===== config.mk =====
export PLATFORM = sky130hd
export DESIGN_NAME = alu_operand_stage_flat
export DESIGN_NICKNAME = d
export VERILOG_FILES = /design/src/rtl/alu_operand_stage_pkg.sv /design/src/rtl/alu_operand_stage_if.sv /design/src/rtl/alu_operand_stage_skid_buf.sv /design/src/rtl/alu_operand_stage.sv /design/src/flat_wrapper.sv
export SDC_FILE = /design/constraint.sdc
export NUM_CORES = 1
export LEC_CHECK = 0
export ABC_CLOCK_PERIOD_IN_PS = 3000
export BUFFER_PORTS_ARGS = -buffer_cell sky130_fd_sc_hd__buf_2
export CAP_MARGIN = 20
export CORE_UTILIZATION = 39
export DETAILED_ROUTE_END_ITERATION = 12
export SLEW_MARGIN = 10
export SYNTH_ARGS = -nofsm -noshare
export SYNTH_HDL_FRONTEND = slang
export SYNTH_SLANG_ARGS = --single-unit
export TNS_END_PERCENT = 1

===== constraint.sdc =====
create_clock -name clk -period 3 [get_ports clk]
set_input_delay 0.6 -clock clk [delete_from_list [all_inputs] [get_ports clk]]
set_output_delay 0.6 -clock clk [all_outputs]
set_load 0.02 [all_outputs]

===== src/rtl/alu_operand_stage_pkg.sv =====
// ALU operand stage shared constants.
// Operand source encodings and skid buffer states.
package alu_operand_stage_pkg;

    localparam logic [1:0] ALU_A_SRC_RD1_BUF = 2'd0;
    localparam logic [1:0] ALU_A_SRC_PC      = 2'd1;
    localparam logic [1:0] ALU_A_SRC_OLD_PC  = 2'd2;
    localparam logic [1:0] ALU_A_SRC_ZERO    = 2'd3;

    localparam logic [1:0] ALU_B_SRC_RD2_BUF = 2'd0;
    localparam logic [1:0] ALU_B_SRC_IMM     = 2'd1;
    localparam logic [1:0] ALU_B_SRC_CONST   = 2'd2;
    localparam logic [1:0] ALU_B_SRC_ILLEGAL = 2'd3;

    typedef enum logic [1:0] {
        SKID_EMPTY = 2'd0,
        SKID_ONE   = 2'd1,
        SKID_FULL  = 2'd2
    } skid_state_e;

endpackage


===== src/rtl/alu_operand_stage_if.sv =====
// Operand stage bus: upstream selects/sources and
// downstream ALU operand handshake.
interface alu_operand_stage_if #(
    parameter int XLEN  = 32,
    parameter int SEL_W = 2
);
    logic             in_valid;
    logic             in_ready;
    logic [SEL_W-1:0] alu_a_src;
    logic [SEL_W-1:0] alu_b_src;
    logic [XLEN-1:0]  src_rd1_buf;
    logic [XLEN-1:0]  src_rd2_buf;
    logic [XLEN-1:0]  src_imm;
    logic [XLEN-1:0]  src_pc;
    logic [XLEN-1:0]  src_old_pc;
    logic             out_valid;
    logic             out_ready;
    logic [XLEN-1:0]  alu_a;
    logic [XLEN-1:0]  alu_b;
    logic             sel_err;

    modport slave (
        input  in_valid, alu_a_src, alu_b_src,
        input  src_rd1_buf, src_rd2_buf, src_imm,
        input  src_pc, src_old_pc, out_ready,
        output in_ready, out_valid, alu_a, alu_b,
        output sel_err
    );

    modport master (
        output in_valid, alu_a_src, alu_b_src,
        output src_rd1_buf, src_rd2_buf, src_imm,
        output src_pc, src_old_pc, out_ready,
        input  in_ready, out_valid, alu_a, alu_b,
        input  sel_err
    );

endinterface


===== src/rtl/alu_operand_stage_skid_buf.sv =====
// Two-entry skid buffer: main register drives the
// outputs, skid register absorbs one stalled pair.
module operand_skid_buf
    import alu_operand_stage_pkg::*;
#(
    parameter int W = 64
) (
    input  logic         clk,
    input  logic         rstn,
    input  logic         flush_i,
    input  logic         in_valid_i,
    output logic         in_ready_o,
    input  logic [W-1:0] in_data_i,
    output logic         out_valid_o,
    input  logic         out_ready_i,
    output logic [W-1:0] out_data_o,
    output logic         accept_o
);

    skid_state_e  state_q, state_d;
    logic [W-1:0] main_q, main_d;
    logic [W-1:0] skid_q, skid_d;
    logic         consume;

    assign in_ready_o  = (state_q != SKID_FULL);
    assign out_valid_o = (state_q != SKID_EMPTY);
    assign out_data_o  = main_q;
    assign accept_o    = in_valid_i && in_ready_o && !flush_i;
    assign consume     = out_valid_o && out_ready_i && !flush_i;

    // Next state and data movement; flush drops everything.
    always_comb begin
        state_d = state_q;
        main_d  = main_q;
        skid_d  = skid_q;
        if (flush_i) begin
            state_d = SKID_EMPTY;
        end else begin
            unique case (state_q)
                SKID_EMPTY: begin
                    if (accept_o) begin
                        main_d  = in_data_i;
                        state_d = SKID_ONE;
                    end
                end
                SKID_ONE: begin
                    if (accept_o && consume) begin
                        main_d = in_data_i;
                    end else if (accept_o) begin
                        skid_d  = in_data_i;
                        state_d = SKID_FULL;
                    end else if (consume) begin
                        state_d = SKID_EMPTY;
                    end
                end
                SKID_FULL: begin
                    if (consume) begin
                        main_d  = skid_q;
                        state_d = SKID_ONE;
                    end
                end
                default: state_d = SKID_EMPTY;
            endcase
        end
    end

    // State and payload registers.
    always_ff @(posedge clk or negedge rstn) begin
        if (!rstn) begin
            state_q <= SKID_EMPTY;
            main_q  <= '0;
            skid_q  <= '0;
        end else begin
            state_q <= state_d;
            main_q  <= main_d;
            skid_q  <= skid_d;
        end
    end

endmodule


===== src/rtl/alu_operand_stage.sv =====
// Registered ALU operand select: picks A and B from
// the datapath buffers and queues them for the ALU.
module alu_operand_stage
    import alu_operand_stage_pkg::*;
#(
    parameter int          XLEN    = 32,
    parameter int unsigned B_CONST = 4,
    parameter int          SEL_W   = 2
) (
    input  logic clk,
    input  logic rstn,
    input  logic flush,
    alu_operand_stage_if.slave bus
);

    logic [XLEN-1:0]   op_a;
    logic [XLEN-1:0]   op_b;
    logic [2*XLEN-1:0] pair_out;
    logic              accept;
    logic              ill_b;
    logic              sel_err_q, sel_err_d;

    // Operand A source select.
    always_comb begin
        op_a = '0;
        case (bus.alu_a_src)
            SEL_W'(ALU_A_SRC_RD1_BUF): op_a = bus.src_rd1_buf;
            SEL_W'(ALU_A_SRC_PC):      op_a = bus.src_pc;
            SEL_W'(ALU_A_SRC_OLD_PC):  op_a = bus.src_old_pc;
            default:                   op_a = '0;
        endcase
    end

    // Operand B source select; the illegal code yields zero.
    always_comb begin
        op_b = '0;
        case (bus.alu_b_src)
            SEL_W'(ALU_B_SRC_RD2_BUF): op_b = bus.src_rd2_buf;
            SEL_W'(ALU_B_SRC_IMM):     op_b = bus.src_imm;
            SEL_W'(ALU_B_SRC_CONST):   op_b = XLEN'(B_CONST);
            default:                   op_b = '0;
        endcase
    end

    assign ill_b = (bus.alu_b_src == SEL_W'(ALU_B_SRC_ILLEGAL));

    operand_skid_buf #(
        .W (2*XLEN)
    ) u_skid (
        .clk         (clk),
        .rstn        (rstn),
        .flush_i     (flush),
        .in_valid_i  (bus.in_valid),
        .in_ready_o  (bus.in_ready),
        .in_data_i   ({op_a, op_b}),
        .out_valid_o (bus.out_valid),
        .out_ready_i (bus.out_ready),
        .out_data_o  (pair_out),
        .accept_o    (accept)
    );

    assign bus.alu_a   = pair_out[2*XLEN-1:XLEN];
    assign bus.alu_b   = pair_out[XLEN-1:0];
    assign bus.sel_err = sel_err_q;

    // Sticky error set when an illegal B select is accepted.
    always_comb begin
        sel_err_d = sel_err_q;
        if (accept && ill_b) begin
            sel_err_d = 1'b1;
        end
    end

    // Error flag register, cleared only by reset.
    always_ff @(posedge clk or negedge rstn) begin
        if (!rstn) begin
            sel_err_q <= 1'b0;
        end else begin
            sel_err_q <= sel_err_d;
        end
    end

endmodule


===== src/flat_wrapper.sv =====
// flat-port wrapper written by rule: the top's interface ports become plain ports
module alu_operand_stage_flat import alu_operand_stage_pkg::*;
#(
    parameter int          XLEN    = 32,
    parameter int unsigned B_CONST = 4,
    parameter int          SEL_W   = 2
)
  (clk, rstn, flush, bus_in_valid, bus_alu_a_src, bus_alu_b_src, bus_src_rd1_buf, bus_src_rd2_buf, bus_src_imm, bus_src_pc, bus_src_old_pc, bus_out_ready, bus_in_ready, bus_out_valid, bus_alu_a, bus_alu_b, bus_sel_err);
  alu_operand_stage_if #(.XLEN(XLEN), .SEL_W(SEL_W)) bus_i ();
  input  logic clk;
  input  logic rstn;
  input  logic flush;
  input wire logic [$bits(bus_i.in_valid)-1:0] bus_in_valid;
  input wire logic [$bits(bus_i.alu_a_src)-1:0] bus_alu_a_src;
  input wire logic [$bits(bus_i.alu_b_src)-1:0] bus_alu_b_src;
  input wire logic [$bits(bus_i.src_rd1_buf)-1:0] bus_src_rd1_buf;
  input wire logic [$bits(bus_i.src_rd2_buf)-1:0] bus_src_rd2_buf;
  input wire logic [$bits(bus_i.src_imm)-1:0] bus_src_imm;
  input wire logic [$bits(bus_i.src_pc)-1:0] bus_src_pc;
  input wire logic [$bits(bus_i.src_old_pc)-1:0] bus_src_old_pc;
  input wire logic [$bits(bus_i.out_ready)-1:0] bus_out_ready;
  output wire logic [$bits(bus_i.in_ready)-1:0] bus_in_ready;
  output wire logic [$bits(bus_i.out_valid)-1:0] bus_out_valid;
  output wire logic [$bits(bus_i.alu_a)-1:0] bus_alu_a;
  output wire logic [$bits(bus_i.alu_b)-1:0] bus_alu_b;
  output wire logic [$bits(bus_i.sel_err)-1:0] bus_sel_err;
  assign bus_i.in_valid = bus_in_valid;
  assign bus_i.alu_a_src = bus_alu_a_src;
  assign bus_i.alu_b_src = bus_alu_b_src;
  assign bus_i.src_rd1_buf = bus_src_rd1_buf;
  assign bus_i.src_rd2_buf = bus_src_rd2_buf;
  assign bus_i.src_imm = bus_src_imm;
  assign bus_i.src_pc = bus_src_pc;
  assign bus_i.src_old_pc = bus_src_old_pc;
  assign bus_i.out_ready = bus_out_ready;
  assign bus_in_ready = bus_i.in_ready;
  assign bus_out_valid = bus_i.out_valid;
  assign bus_alu_a = bus_i.alu_a;
  assign bus_alu_b = bus_i.alu_b;
  assign bus_sel_err = bus_i.sel_err;
  alu_operand_stage #(.XLEN(XLEN), .B_CONST(B_CONST), .SEL_W(SEL_W)) u_core (.clk(clk), .rstn(rstn), .flush(flush), .bus(bus_i));
endmodule

==> reports/metrics.csv, run 1 <==
stage;metric;value;unit
drt;dr_total_vias;4854;
floorplan;io_pins;236;
pwr;p_sw;1580;uW
synth;syn-instance-count;509;
synth;synthesis.nets;678;
final_layout;fillers;1554;
global_routing;grt_pass1_wl;25400;um
sta;finClkSkew;0.00482;ns
synth;ys_warn_count;0;
sta;fin_setup_tns;0;ns
final_layout;final_cell_mix;buf_2 (234), mux2_2 (153), dfrtp_1 (131), mux2i_1 (64), mux2_4 (35);
sta;fin_crit_sh;74.8;%
run;drv_cap;0;
placement;gp_congestion;0.731;
final_layout;diodes;0;
drt;ant_nets;0;
pwr;switching_share;26.9;%
critical_path;critPathCaptureType;output port;
global_routing;overflow;0;
cts;cts-root-buf;clkbuf_16;
sta;slew_headroom;33.1;%
pwr;p_leak;0.00459;uW
placement;io_buffers;235;
critical_path;cp_max_fo;25;
synth;ys_ff_latch;131;
worst_hold_path;hp-class;primary input to async pin;
sta;finalSetupViolCount;0;
final_layout;mostFrequentLayoutCell;buf_2;
synth;synth_area;7040;um^2
cts;cts_tree;built;
final_layout;area_growth;27.5;%
global_routing;grt_max_degree;64;
cts;clockBufferDepth;2;
synth;seq_area_frac_synth;46.6;%
sta;worst_pin_slew;1.00;ns
run_status;status;completed;
cts;htreeDepth;4;
final_layout;ff_latch_area;3280;um^2
pwr;ir_worst_vdd;0.365;mV
cts;clk_latency;0.41;ns
synth;synth_cell_types;25;
floorplan;rows;48;
global_routing;first_global_vias;5191;
sta;fmax;0.445;GHz
critical_path;worst-setup-path-type;flip-flop to output port;
synth;syn_area_per_cell;13.8;um^2
floorplan;core_area;17500;um^2
pwr;p_int;4300;uW
drt;wire_per_inst;16.5;um
cts;clock_sinks;131;
drt;drt_pass1_iterations;4;
pwr;p_seq_share;40.0;%
final_layout;drive_gt1_share;62.9;%
sta;rsz0062_at_grt;no;
sta;final-max-slew-violation-count;0;
placement;hpwl;11200;um
critical_path;cp.required;2.40;ns
pwr;combPwrFrac;22.6;%
cts;numCtsBuffers;17;
cts;holdBufCountCts;0;
final_layout;multi_input_area;3480;um^2
global_routing;antenna_found_initial;1;
pwr;pwr_density_cell;655;nW/um^2
critical_path;arrival;1.65;ns
cts;cts_resized;0;
sta;min_period;2.25;ns
floorplan;die_y;136;um
cts;path_clk_slew;0.05;ns
global_routing;grt_usage;17.9;%
floorplan;fp.dieW;136;um
final_layout;stdcell_area;8980;um^2
drt;drcViolationCount;0;
drt;wl;16100;um
cts;cts_setup_buffers;0;
placement;post_dp_cell_area;8350;um^2
drt;drtIter0Drc;156;
floorplan;initial_core_util;40.3;%
final_layout;final_nets;903;
floorplan;die-area;18600;um^2
critical_path;cp-start-kind;flip-flop;
sta;hold_viol_final;0;
drt;via_per_inst;4.99;
pwr;clkPwrFrac;37.4;%
## area by class of cell
type	instances	share of cell area, %
clock buffers	23	5.32
clock inverters	9	1.69
inverters	1	0.0418
multi-input cells	338	38.8
flip-flops and latches	131	36.5
well taps	225	3.14
repair buffers	245	14.5
## worst paths after layout
path	end	cells after the start	start	slack, ns
worst max-delay path	bus_in_ready	4	u_core.u_skid.state_q[0]	0.75
worst min-delay path	u_core.u_skid.out_data_o[40]	1	rstn	0.13
worst max register to register	u_core.u_skid.out_data_o[40]	5	u_core.u_skid.state_q[1]	1.04
worst min register to register	u_core.bus.sel_err	1	u_core.bus.sel_err	0.49
max in group asynchronous	u_core.u_skid.out_data_o[17]	2	rstn	2.17
min in group clk	u_core.u_skid.state_q[1]	2	bus_out_ready	0.42
## sequential cells by signal, indices dropped and copies added (netlist names)
register                  flops
u_core.u_skid.out_data_o     64
u_core.u_skid.skid_q         64
u_core.u_skid.state_q         2
u_core.bus.sel_err            1
## power by group through the flow
stage	Sequential (uW)	Combinational, uW	Clock, uW
2_1_floorplan	2550	689	0
3_3_place_gp	2350	1320	0
3_5_place_dp	2380	1350	0
4_1_cts	2360	1360	2260
5_1_grt	2400	1440	2320
6_report	2350	1330	2200
## logic make-up (layout without fill, tap and decap cells)
kind of cell / Yosys count / count (layout) / synth area share [%]
and+or+nand+nor: 44 / 44 / 3.00
muxes: 256 / 256 / 41.7
AOI/OAI and AO/OA: 38 / 38 / 4.69
DFF: 131 / 131 / 46.6
buffers and inverters: 40 / 278 / 4.09
## per-stage QoR
stage	utilization, %	instances	hold WS, ns	power, uW	worst slack (ns)
floorplan	-	509	0.304	3240	1.08
detailed placement	47.8	940	0.462	3730	0.563
global placement	47.8	940	0.460	3670	0.576
finish	51.4	972	0.126	5880	0.755
global route	51.4	972	0.150	6170	0.634
CTS	51.4	972	0.130	5970	0.722
## critical path, cell delays in order (launching register included)
cell and delay, ns:
dfrtp_1 0.50, nor2b_4 0.09, inv_2 0.06, buf_4 0.33, buf_2 0.24
## synth_stat cells
cell type	count	share of area (%)
a21oi_1	2	0.14
buf_6	14	2.2
buf_2	17	1.2
o21a_1	1	0.11
nand4b_1	1	0.12
buf_1	2	0.11
mux2_4	35	7.5
and2b_2	1	0.12
o21bai_1	1	0.11
buf_4	3	0.32
a21oi_4	1	0.23
o21ai_2	1	0.12
mux2_2	153	24
clkbuf_1	3	0.16
mux2_1	4	0.64
dfrtp_1	131	47
nand3_2	1	0.14
nor3_1	2	0.14
o2bb2ai_1	32	4.0
nor2_1	34	1.8
nand2b_1	2	0.18
or2_2	1	0.089
inv_2	1	0.053
mux2i_1	64	9.1
nor2b_4	2	0.39
## layer usage
metal  global-route usage (%)  up-vias  wire [um]
met5                        0        -         13
met4                     6.67        2        252
met3                     5.22       21       1160
met2                     30.3      173       7670
met1                     21.4     2349       6960
li1                         -     2309          -
Note: power is estimated with default switching activity, not from simulation.
==> run 2: changes to the inputs <==
ABC_CLOCK_PERIOD_IN_PS = 2200   (was 3000)
clock period = 2.2 ns   (was 3 ns; I/O delays follow)
==> run 2 against run 1 <==
  * Flip-flop and latch count unchanged
  * Worst setup slack got worse by 0.62 ns
  * Critical endpoint unchanged
  * Combinational power increased by 39%
  * Wire length increased by 0.73%
  * Clock-buffer cell count fell by 4
  * Largest power group unchanged
  * Critical path type unchanged
  * Clock skew grew 0.0034 ns
  * Highest routed layer is now met4
  * Sequential power up 37%
==> reports/metrics.csv, run 2 (synthesis results as in run 1) <==
stage;metric;value;unit
final_layout;fillers;1546;
drt;wl;16200;um
cts;clockBufferDepth;2;
critical_path;cp-start-kind;flip-flop;
drt;dr_total_vias;4945;
critical_path;cp_max_fo;23;
final_layout;final_nets;911;
placement;hpwl;11700;um
drt;via_per_inst;5.05;
sta;worst_slack;0.138;ns
global_routing;overflow;0;
placement;post_dp_cell_area;8520;um^2
drt;wl_met2;7620;um
placement;dp.cells;948;
final_layout;multi_input_area;3480;um^2
floorplan;io_pins;236;
sta;hold_ws;0.0473;ns
sta;fmax;0.485;GHz
critical_path;worst-setup-path-type;flip-flop to output port;
drt;ant_nets;0;
cts;clock_sinks;131;
global_routing;grt_pass1_wl;25700;um
placement;dp_worst_setup_slack;0.230;ns
sta;final-max-slew-violation-count;0;
sta;finClkSkew;0.00819;ns
final_layout;area_growth;30.0;%
placement;io_buffers;235;
pwr;ir_worst_vdd;0.527;mV
floorplan;core_area;17500;um^2
critical_path;reg2reg_setup_slack;0.30;ns
sta;fin_setup_tns;0;ns
drt;wl_met3;1090;um
cts;numCtsBuffers;17;
global_routing;first_global_vias;5117;
run;drv_cap;0;
run_status;status;completed;
final_layout;final_cell_mix;buf_2 (234), mux2_2 (153), dfrtp_1 (130), mux2i_1 (64), mux2_4 (35);
critical_path;critPathCaptureType;output port;
final_layout;drive_gt1_share;63.7;%
sta;finalSetupViolCount;0;
cts;clk_latency;0.42;ns
floorplan;initial_core_util;40.3;%
final_layout;stdcell_count;980;
sta;worst_pin_slew;0.734;ns
cts;cts_setup_buffers;0;
final_layout;mostFrequentLayoutCell;buf_2;
critical_path;reg2reg_to;u_core.u_skid.out_data_o[30];
final_layout;ff_latch_area;3280;um^2
global_routing;grt_usage;18.0;%
sta;rsz0062_at_grt;no;
drt;wire_per_inst;16.5;um
pwr;pwr_density_cell;879;nW/um^2
floorplan;rows;48;
sta;hold_viol_final;0;
cts;path_clk_slew;0.06;ns
cts;cts_tree;built;
sta;min_period;2.06;ns
sta;slew_headroom;51.0;%
critical_path;reg2reg_depth;5;
drt;top_layer_used;met4;
floorplan;die_y;136;um
drt;drcViolationCount;0;
cts;htreeDepth;4;
global_routing;grt_max_degree;46;
worst_hold_path;hp-class;primary input to async pin;
drt;drtIter0Drc;67;
critical_path;r2r_start;u_core.u_skid.state_q[1];
cts;holdBufCountCts;0;
critical_path;arrival;1.62;ns
floorplan;die-area;18600;um^2
drt;routedLengthMet1;7250;um
global_routing;antenna_found_initial;0;
pwr;p_leak;0.00466;uW
final_layout;diodes;0;
cts;cts_resized;1;
floorplan;fp.dieW;136;um
cts;cts-root-buf;clkbuf_16;
sta;fin_crit_sh;93.7;%
critical_path;cp.required;1.76;ns
final_layout;stdcell_area;9150;um^2
placement;gp_congestion;0.761;
drt;drt_pass1_iterations;4;
## run 2: cell types whose count changed in the layout (fill, tap and decap cells not counted), sizes merged
| cell | change |
|---|---|
| buf | +8 |
| clkbuf | -4 |
| clkinv | +2 |
| clkinvlp | +2 |
## run 2: area by class of cell
cell class / instances / area share [%]
multi-input cells: 338 / 38.1
flip-flops and latches: 131 / 35.8
repair buffers: 253 / 16.1
clock buffers: 19 / 4.84
well taps: 225 / 3.08
clock inverters: 13 / 2.01
inverters: 1 / 0.0683
## run 2: metal layers
| metal | GRT usage, % | vias to the layer above |
|---|---|---|
| li1 | - | 2325 |
| met1 | 22.8 | 2428 |
| met2 | 29.9 | 175 |
| met3 | 4.44 | 17 |
| met4 | 6.42 | 0 |
| met5 | 0 | - |
## run 2: how the worst max path moves through the flow
stage	cells past startpoint	from	to	slack [ns]
2_1_floorplan	6	bus_alu_b_src[0]	u_core.u_skid.out_data_o[0]	0.44
3_3_place_gp	6	bus_in_valid	u_core.u_skid.out_data_o[33]	0.27
3_5_place_dp	6	bus_alu_a_src[1]	u_core.u_skid.out_data_o[56]	0.23
4_1_cts	4	u_core.u_skid.state_q[0]	bus_in_ready	0.04
5_1_grt	4	u_core.u_skid.state_q[1]	bus_in_ready	0.05
6_report	4	u_core.u_skid.state_q[1]	bus_in_ready	0.14
## run 2: where the power goes
part	internal [uW]	total [uW]	leakage (uW)	switching (uW)
combinational	968	1850	0.00269	878
sequential	2940	3210	0.00167	271
clock	1920	2980	0.000299	1060
## run 2: worst max-delay path: stages (launching register included)
cell	delay, ns
dfrtp_1	0.40
nor2b_4	0.16
inv_4	0.21
buf_12	0.23
buf_2	0.20
## run 2: per-stage QoR
step | util [%] | total power, uW
after CTS | 52.4 | 8150
after global placement | 48.8 | 5050
after floorplan | - | 4420
after global routing | 52.4 | 8440
after detailed placement | 48.8 | 5120
final | 52.4 | 8040
